$ cat config.mk
export PLATFORM = sky130hd
export DESIGN_NAME = div_lz_iter_flat
export DESIGN_NICKNAME = d
export VERILOG_FILES = /design/src/rtl/div_pkg.sv /design/src/rtl/div_lz_iter_if.sv /design/src/rtl/div_step.sv /design/src/rtl/div_lz_iter.sv /design/src/flat_wrapper.sv
export SDC_FILE = /design/constraint.sdc
export NUM_CORES = 1
export LEC_CHECK = 0
export BUFFER_PORTS_ARGS = -buffer_cell sky130_fd_sc_hd__buf_2
export CAP_MARGIN = 20
export CORE_MARGIN = 5
export CORE_UTILIZATION = 25
export CTS_CLUSTER_SIZE = 30
export DETAILED_ROUTE_END_ITERATION = 10
export PLACE_DENSITY_LB_ADDON = 0.12
export SYNTH_ARGS = -nofsm -noshare
export SYNTH_HDL_FRONTEND = slang
export SYNTH_HIERARCHICAL = 1
export SYNTH_SLANG_ARGS = --single-unit
$ cat constraint.sdc
create_clock -name clk -period 3.3 [get_ports clk]
set_input_delay 0.66 -clock clk [delete_from_list [all_inputs] [get_ports clk]]
set_output_delay 0.66 -clock clk [all_outputs]
set_load 0.02 [all_outputs]
$ cat src/rtl/div_pkg.sv
// div_pkg: shared widths, FSM encoding and constants for the iterative divider.
package div_pkg;
  localparam int DIV_W = 32;
  localparam int LZ_W  = 6;
  localparam logic [DIV_W-1:0] DIV_BY_ZERO_Q = 32'hFFFF_FFFF;
  typedef enum logic [2:0] {IDLE, PRESHIFT, ITER, FIX, DONE} div_state_e;
endpackage

$ cat src/rtl/div_lz_iter_if.sv
// div_lz_iter_if: operand/result handshake bundle between the EXE stage and the divider.
interface div_lz_iter_if;
  import div_pkg::*;
  logic             in_valid;
  logic             in_ready;
  logic             div_signed;
  logic [DIV_W-1:0] x;
  logic [DIV_W-1:0] y;
  logic [LZ_W-1:0]  x_lz;
  logic             cancel;
  logic             out_valid;
  logic             out_ready;
  logic [DIV_W-1:0] q;
  logic [DIV_W-1:0] r;
  logic             busy;
  modport master (
    output in_valid, div_signed, x, y, x_lz, cancel, out_ready,
    input  in_ready, out_valid, q, r, busy
  );
  modport slave (
    input  in_valid, div_signed, x, y, x_lz, cancel, out_ready,
    output in_ready, out_valid, q, r, busy
  );
endinterface

$ cat src/rtl/div_step.sv
// div_step: one combinational restoring-division step on {rem, dividend_bit} against d.
module div_step
  import div_pkg::*;
(
  input  logic [DIV_W-1:0] rem,
  input  logic             dividend_bit,
  input  logic [DIV_W-1:0] d,
  output logic [DIV_W-1:0] rem_next,
  output logic             q_bit
);
  logic [DIV_W:0] trial;
  logic [DIV_W:0] diff;
  always_comb begin
    trial    = {rem, dividend_bit};
    diff     = trial - {1'b0, d};
    q_bit    = trial >= {1'b0, d};
    rem_next = q_bit ? diff[DIV_W-1:0] : trial[DIV_W-1:0];
  end
endmodule

$ cat src/rtl/div_lz_iter.sv
// div_lz_iter: multi-cycle signed/unsigned divider that skips leading-zero steps of |x|.
// Early-out on x_lz is enabled by DIV_EARLY_OUT_EN; otherwise every step is run.
module div_lz_iter
  import div_pkg::*;
(
  input  logic clk,
  input  logic reset,
  div_lz_iter_if.slave bus
);
  div_state_e       state;
  div_state_e       state_next;
  logic [DIV_W-1:0] xs;
  logic [DIV_W-1:0] d;
  logic [DIV_W-1:0] rem;
  logic [DIV_W-1:0] qacc;
  logic [DIV_W-1:0] x_raw;
  logic [DIV_W-1:0] q_res;
  logic [DIV_W-1:0] r_res;
  logic [DIV_W-1:0] rem_step;
  logic [LZ_W-1:0]  lz;
  logic [LZ_W-1:0]  lz_in;
  logic [LZ_W-1:0]  n;
  logic             sign_q;
  logic             sign_r;
  logic             q_bit;
  logic             accept;
  logic             neg_x;
  logic             neg_y;

`ifdef DIV_EARLY_OUT_EN
  assign lz_in = bus.x_lz > LZ_W'(DIV_W) ? LZ_W'(DIV_W) : bus.x_lz;
`else
  assign lz_in = '0;
`endif

  assign accept        = bus.in_valid && state == IDLE && !bus.cancel;
  assign neg_x         = bus.div_signed && bus.x[DIV_W-1];
  assign neg_y         = bus.div_signed && bus.y[DIV_W-1];
  assign bus.in_ready  = state == IDLE;
  assign bus.out_valid = state == DONE;
  assign bus.busy      = state != IDLE;
  assign bus.q         = q_res;
  assign bus.r         = r_res;

  div_step u_step (
    .rem          (rem),
    .dividend_bit (xs[DIV_W-1]),
    .d            (d),
    .rem_next     (rem_step),
    .q_bit        (q_bit)
  );

  always_ff @(posedge clk)
    if (reset) state <= IDLE;
    else       state <= state_next;

  always_comb begin
    state_next = state;
    case (state)
      IDLE:     state_next = accept ? PRESHIFT : IDLE;
      PRESHIFT: state_next = d == '0 ? DONE : lz == LZ_W'(DIV_W) ? FIX : ITER;
      ITER:     state_next = n == LZ_W'(1) ? FIX : ITER;
      FIX:      state_next = DONE;
      DONE:     state_next = bus.out_ready ? IDLE : DONE;
      default:  state_next = IDLE;
    endcase
    if (bus.cancel) state_next = IDLE;
  end

  always_ff @(posedge clk) begin
    if (reset) begin
      xs     <= '0;
      d      <= '0;
      rem    <= '0;
      qacc   <= '0;
      x_raw  <= '0;
      q_res  <= '0;
      r_res  <= '0;
      lz     <= '0;
      n      <= '0;
      sign_q <= 1'b0;
      sign_r <= 1'b0;
    end else begin
      case (state)
        IDLE: if (accept) begin
          x_raw  <= bus.x;
          xs     <= neg_x ? -bus.x : bus.x;
          d      <= neg_y ? -bus.y : bus.y;
          sign_q <= neg_x ^ neg_y;
          sign_r <= neg_x;
          lz     <= lz_in;
        end
        PRESHIFT: begin
          // lz == DIV_W shifts everything out, leaving a zero quotient and remainder
          xs   <= xs << lz;
          n    <= LZ_W'(DIV_W) - lz;
          rem  <= '0;
          qacc <= '0;
          if (d == '0) begin
            q_res <= DIV_BY_ZERO_Q;
            r_res <= x_raw;
          end
        end
        ITER: begin
          rem  <= rem_step;
          xs   <= xs << 1;
          qacc <= {qacc[DIV_W-2:0], q_bit};
          n    <= n - LZ_W'(1);
        end
        FIX: begin
          q_res <= sign_q ? -qacc : qacc;
          r_res <= sign_r ? -rem : rem;
        end
        default: ;
      endcase
    end
  end
endmodule

$ cat src/flat_wrapper.sv
// flat-port wrapper written by rule: the top's interface ports become plain ports
module div_lz_iter_flat import div_pkg::*;
  (clk, reset, bus_in_valid, bus_div_signed, bus_x, bus_y, bus_x_lz, bus_cancel, bus_out_ready, bus_in_ready, bus_out_valid, bus_q, bus_r, bus_busy);
  div_lz_iter_if bus_i ();
  input  logic clk;
  input  logic reset;
  input wire logic [$bits(bus_i.in_valid)-1:0] bus_in_valid;
  input wire logic [$bits(bus_i.div_signed)-1:0] bus_div_signed;
  input wire logic [$bits(bus_i.x)-1:0] bus_x;
  input wire logic [$bits(bus_i.y)-1:0] bus_y;
  input wire logic [$bits(bus_i.x_lz)-1:0] bus_x_lz;
  input wire logic [$bits(bus_i.cancel)-1:0] bus_cancel;
  input wire logic [$bits(bus_i.out_ready)-1:0] bus_out_ready;
  output wire logic [$bits(bus_i.in_ready)-1:0] bus_in_ready;
  output wire logic [$bits(bus_i.out_valid)-1:0] bus_out_valid;
  output wire logic [$bits(bus_i.q)-1:0] bus_q;
  output wire logic [$bits(bus_i.r)-1:0] bus_r;
  output wire logic [$bits(bus_i.busy)-1:0] bus_busy;
  assign bus_i.in_valid = bus_in_valid;
  assign bus_i.div_signed = bus_div_signed;
  assign bus_i.x = bus_x;
  assign bus_i.y = bus_y;
  assign bus_i.x_lz = bus_x_lz;
  assign bus_i.cancel = bus_cancel;
  assign bus_i.out_ready = bus_out_ready;
  assign bus_in_ready = bus_i.in_ready;
  assign bus_out_valid = bus_i.out_valid;
  assign bus_q = bus_i.q;
  assign bus_r = bus_i.r;
  assign bus_busy = bus_i.busy;
  div_lz_iter u_core (.clk(clk), .reset(reset), .bus(bus_i));
endmodule
==> results_dict.tcl <==
set metrics [dict create \
    outcome "finished clean" \
    max_freq_mhz 318 \
    dieArea_um2 60300 \
    drtPass1Iterations 5 \
    path_clk_slew_ns 0.06 \
    synth_nets 1792 \
    root_buffer "clkbuf_16" \
    place.gp.congestion 0.796 \
    grt_max_degree 136 \
    finalCriticalPeriod_ns 3.15 \
    hold_viol 0 \
    drt-initial-drc-count 820 \
    cts_sinks 235 \
    die_width_um 246 \
    end_kind "flip-flop" \
    rows 86 \
    grt_pass1_vias 12911 \
    ys_ff_latch 235 \
    grt_pass1_wl_um 77900 \
    synth_edf_count 0 \
    vias 13232 \
    fin_util_pct 30.7 \
    core_area_um2 55100 \
    pre_cts_slack_ns 0.0167 \
    worstMarginPinSlew_ns 1.01 \
    syn_area_um2 13900 \
    fin_crit_sh_pct 95.3 \
    clockBufferDepth 3 \
    place_inst 2532 \
    p_leak_nw 6.79 \
    multiInputGateArea_um2 8500 \
    drv_cap 0 \
    clock_skew_ns 0.0204 \
    slew_violations 0 \
    nets 1934 \
    synth_area_leaders "dfxtp_1 34%, xnor2_1 5.7%, nor2_1 4.4%, a21oi_1 4.3%, a22oi_1 4.2%" \
    finalSetupViolations 0 \
    fillers 5957 \
    path_class "reg2reg" \
    synth_cell_types 85 \
    design.portCount 143 \
    required_ns 3.72 \
    dp.final_hpwl_um 36700 \
    numCtsBuffers 31 \
    ys_warn_count 6 \
    hold_class "in2reg" \
    io_buffers 136 \
    holdWs_ns 0.356 \
    cts_hold_buf 0 \
    final-instance-count-excl-fill 2589 \
    cts_tree "yes" \
    synth_top_area_share_pct 33.9 \
    grt_overflow 0 \
    area_delta_synth_final_pct 22.0 \
    synthCells 1677 \
    grt_usage_pct 16.2 \
    n_antenna_cell 0 \
    synth_top_area_cell "dfxtp_1" \
    antenna_found_initial 0 \
    drc 0 \
    synth_most_common_cell "dfxtp_1" \
    start_util_pct 25.2 \
    clkLatencyLatePin_ns 0.58 \
    synthFlopType "dfxtp_1" \
    wl_per_cell_um 19.7 \
    async_reset_ff_share_pct 0 \
    worstPathMaxFanout 17 \
    layout_setup_ws_ns 0.153 \
    layout.area.seq_um2 4710 \
    drive_gt1_share_pct 21.2 \
    netlist_top_cells_count "235 x dfxtp_1, 162 x nor2_1, 139 x nand2_1, 120 x a21oi_1, 106 x clkbuf_1" \
    power_density_nw_per_um2 433 \
    irDropWorstVdd_v 0.000348 \
    placed_cell_area_um2 15800 \
    max_slew_margin_pct 32.5 \
    drtAntennaViolNets 0 \
    totalWireLength_um 50900 \
    final_area_um2 16900 \
    worstPathArrival_ns 3.56 \
    via_per_inst 5.11 \
    htree_levels 1 \
    die_y_um 246 \
    ys_seq_area_share_pct 33.9 \
    cp-start-kind "flip-flop" \
    syn_area_per_cell_um2 8.27 \
]
==> cells in the final DEF (no fill, tap or decap), types with 20 or more instances in the layout <==
cell / instances
nor4_1: 30
o22ai_1: 24
nor3_1: 24
nor2_1: 160
xor2_1: 39
buf_4: 95
ha_1: 35
nand3_1: 25
mux2i_1: 22
dfxtp_1: 234
buf_2: 135
o31ai_1: 30
mux2_2: 20
inv_1: 62
o221a_2: 32
a31oi_1: 24
o21ai_0: 51
nand2_1: 138
a22oi_1: 77
a211oi_1: 31
a21oi_1: 119
xnor2_1: 91
clkbuf_16: 31
==> sequential cells by signal, indices dropped and copies added, names as in the netlist <==
name / cells
u_core/sign_q: 1
u_core/bus.q: 32
u_core/xs: 32
u_core/sign_r: 1
u_core/x_raw: 32
u_core/d: 32
u_core/n: 6
u_core/bus.r: 32
u_core/state: 3
u_core/qacc: 32
u_core/rem: 32
==> critical path: stages, from the launching register on <==
cell	delay, ns
dfxtp_1	0.35
inv_1	0.06
ha_2	0.31
a21oi_2	0.18
a211oi_1	0.09
or3_4	0.39
nor4b_4	0.37
o21ai_2	0.12
a31oi_4	0.20
o21a_4	0.16
inv_2	0.06
buf_12	0.16
mux2_4	0.30
a22oi_1	0.17
nor2_1	0.06
==> layout make-up <==
| cell class | count | area share [%] |
|---|---|---|
| Multi-Input combinational cell | 1249 | 50.2 |
| Sequential cell | 235 | 27.8 |
| Timing Repair Buffer | 238 | 9.10 |
| Tap cell | 748 | 5.53 |
| Clock buffer | 46 | 5.33 |
| Inverter | 64 | 1.42 |
| Clock inverter | 9 | 0.606 |
==> worst paths after layout <==
kind / start / endpoint / slack (ns) / depth (start not counted)
setup / recovery: u_core/d[7] / u_core/rem[23] / 0.15 / 14
hold / removal: bus_cancel / u_core/state[0] / 0.36 / 2
setup reg to reg: u_core/d[7] / u_core/rem[23] / 0.15 / 14
hold reg to reg: u_core/x_raw[7] / u_core/x_raw[7] / 0.45 / 2
==> power by group <==
group | internal, mW | switching, mW
clock network | 2.03 | 1.34
logic | 0.387 | 0.585
registers | 2.92 | 0.0664
total | 5.33 | 1.99
==> logic make-up after synthesis <==
kind of cell             after synthesis  share of synthesized area, %
AND/OR/NAND/NOR                      516                          18.3
AO/OA/AOI/OAI                        513                          26.4
flip-flops                           235                          33.9
buffers and inverters                193                          5.49
XOR/XNOR                             130                          8.21
multiplexers                          51                          4.18
adder cells (fa/ha/maj)               39                          3.57
==> metrics by stage <==
| step | setup TNS [ns] | power [mW] |
|---|---|---|
| 6_report | 0 | 7.33 |
| 5_1_grt | -0.0593 | 7.66 |
| 3_5_place_dp | 0 | 4.00 |
| 2_1_floorplan | 0 | 3.62 |
| 4_1_cts | 0 | 7.46 |
| 3_3_place_gp | 0 | 4.00 |
==> per-layer routing <==
layer / vias up / GRT usage [%] / share of wire (%)
met5: - / 0 / 0
met4: 0 / 4.22 / 2.7
met3: 60 / 2.28 / 4.2
met2: 310 / 26.0 / 45
met1: 6374 / 22.8 / 48
li1: 6488 / - / -
==> timing repair <==
item	in CTS	in global routing
setup buffers	0	2
pin swaps	0	4
resized for setup	1	11
endpoints found under the setup margin	1	28
Note: power is estimated with default switching activity, not from simulation.
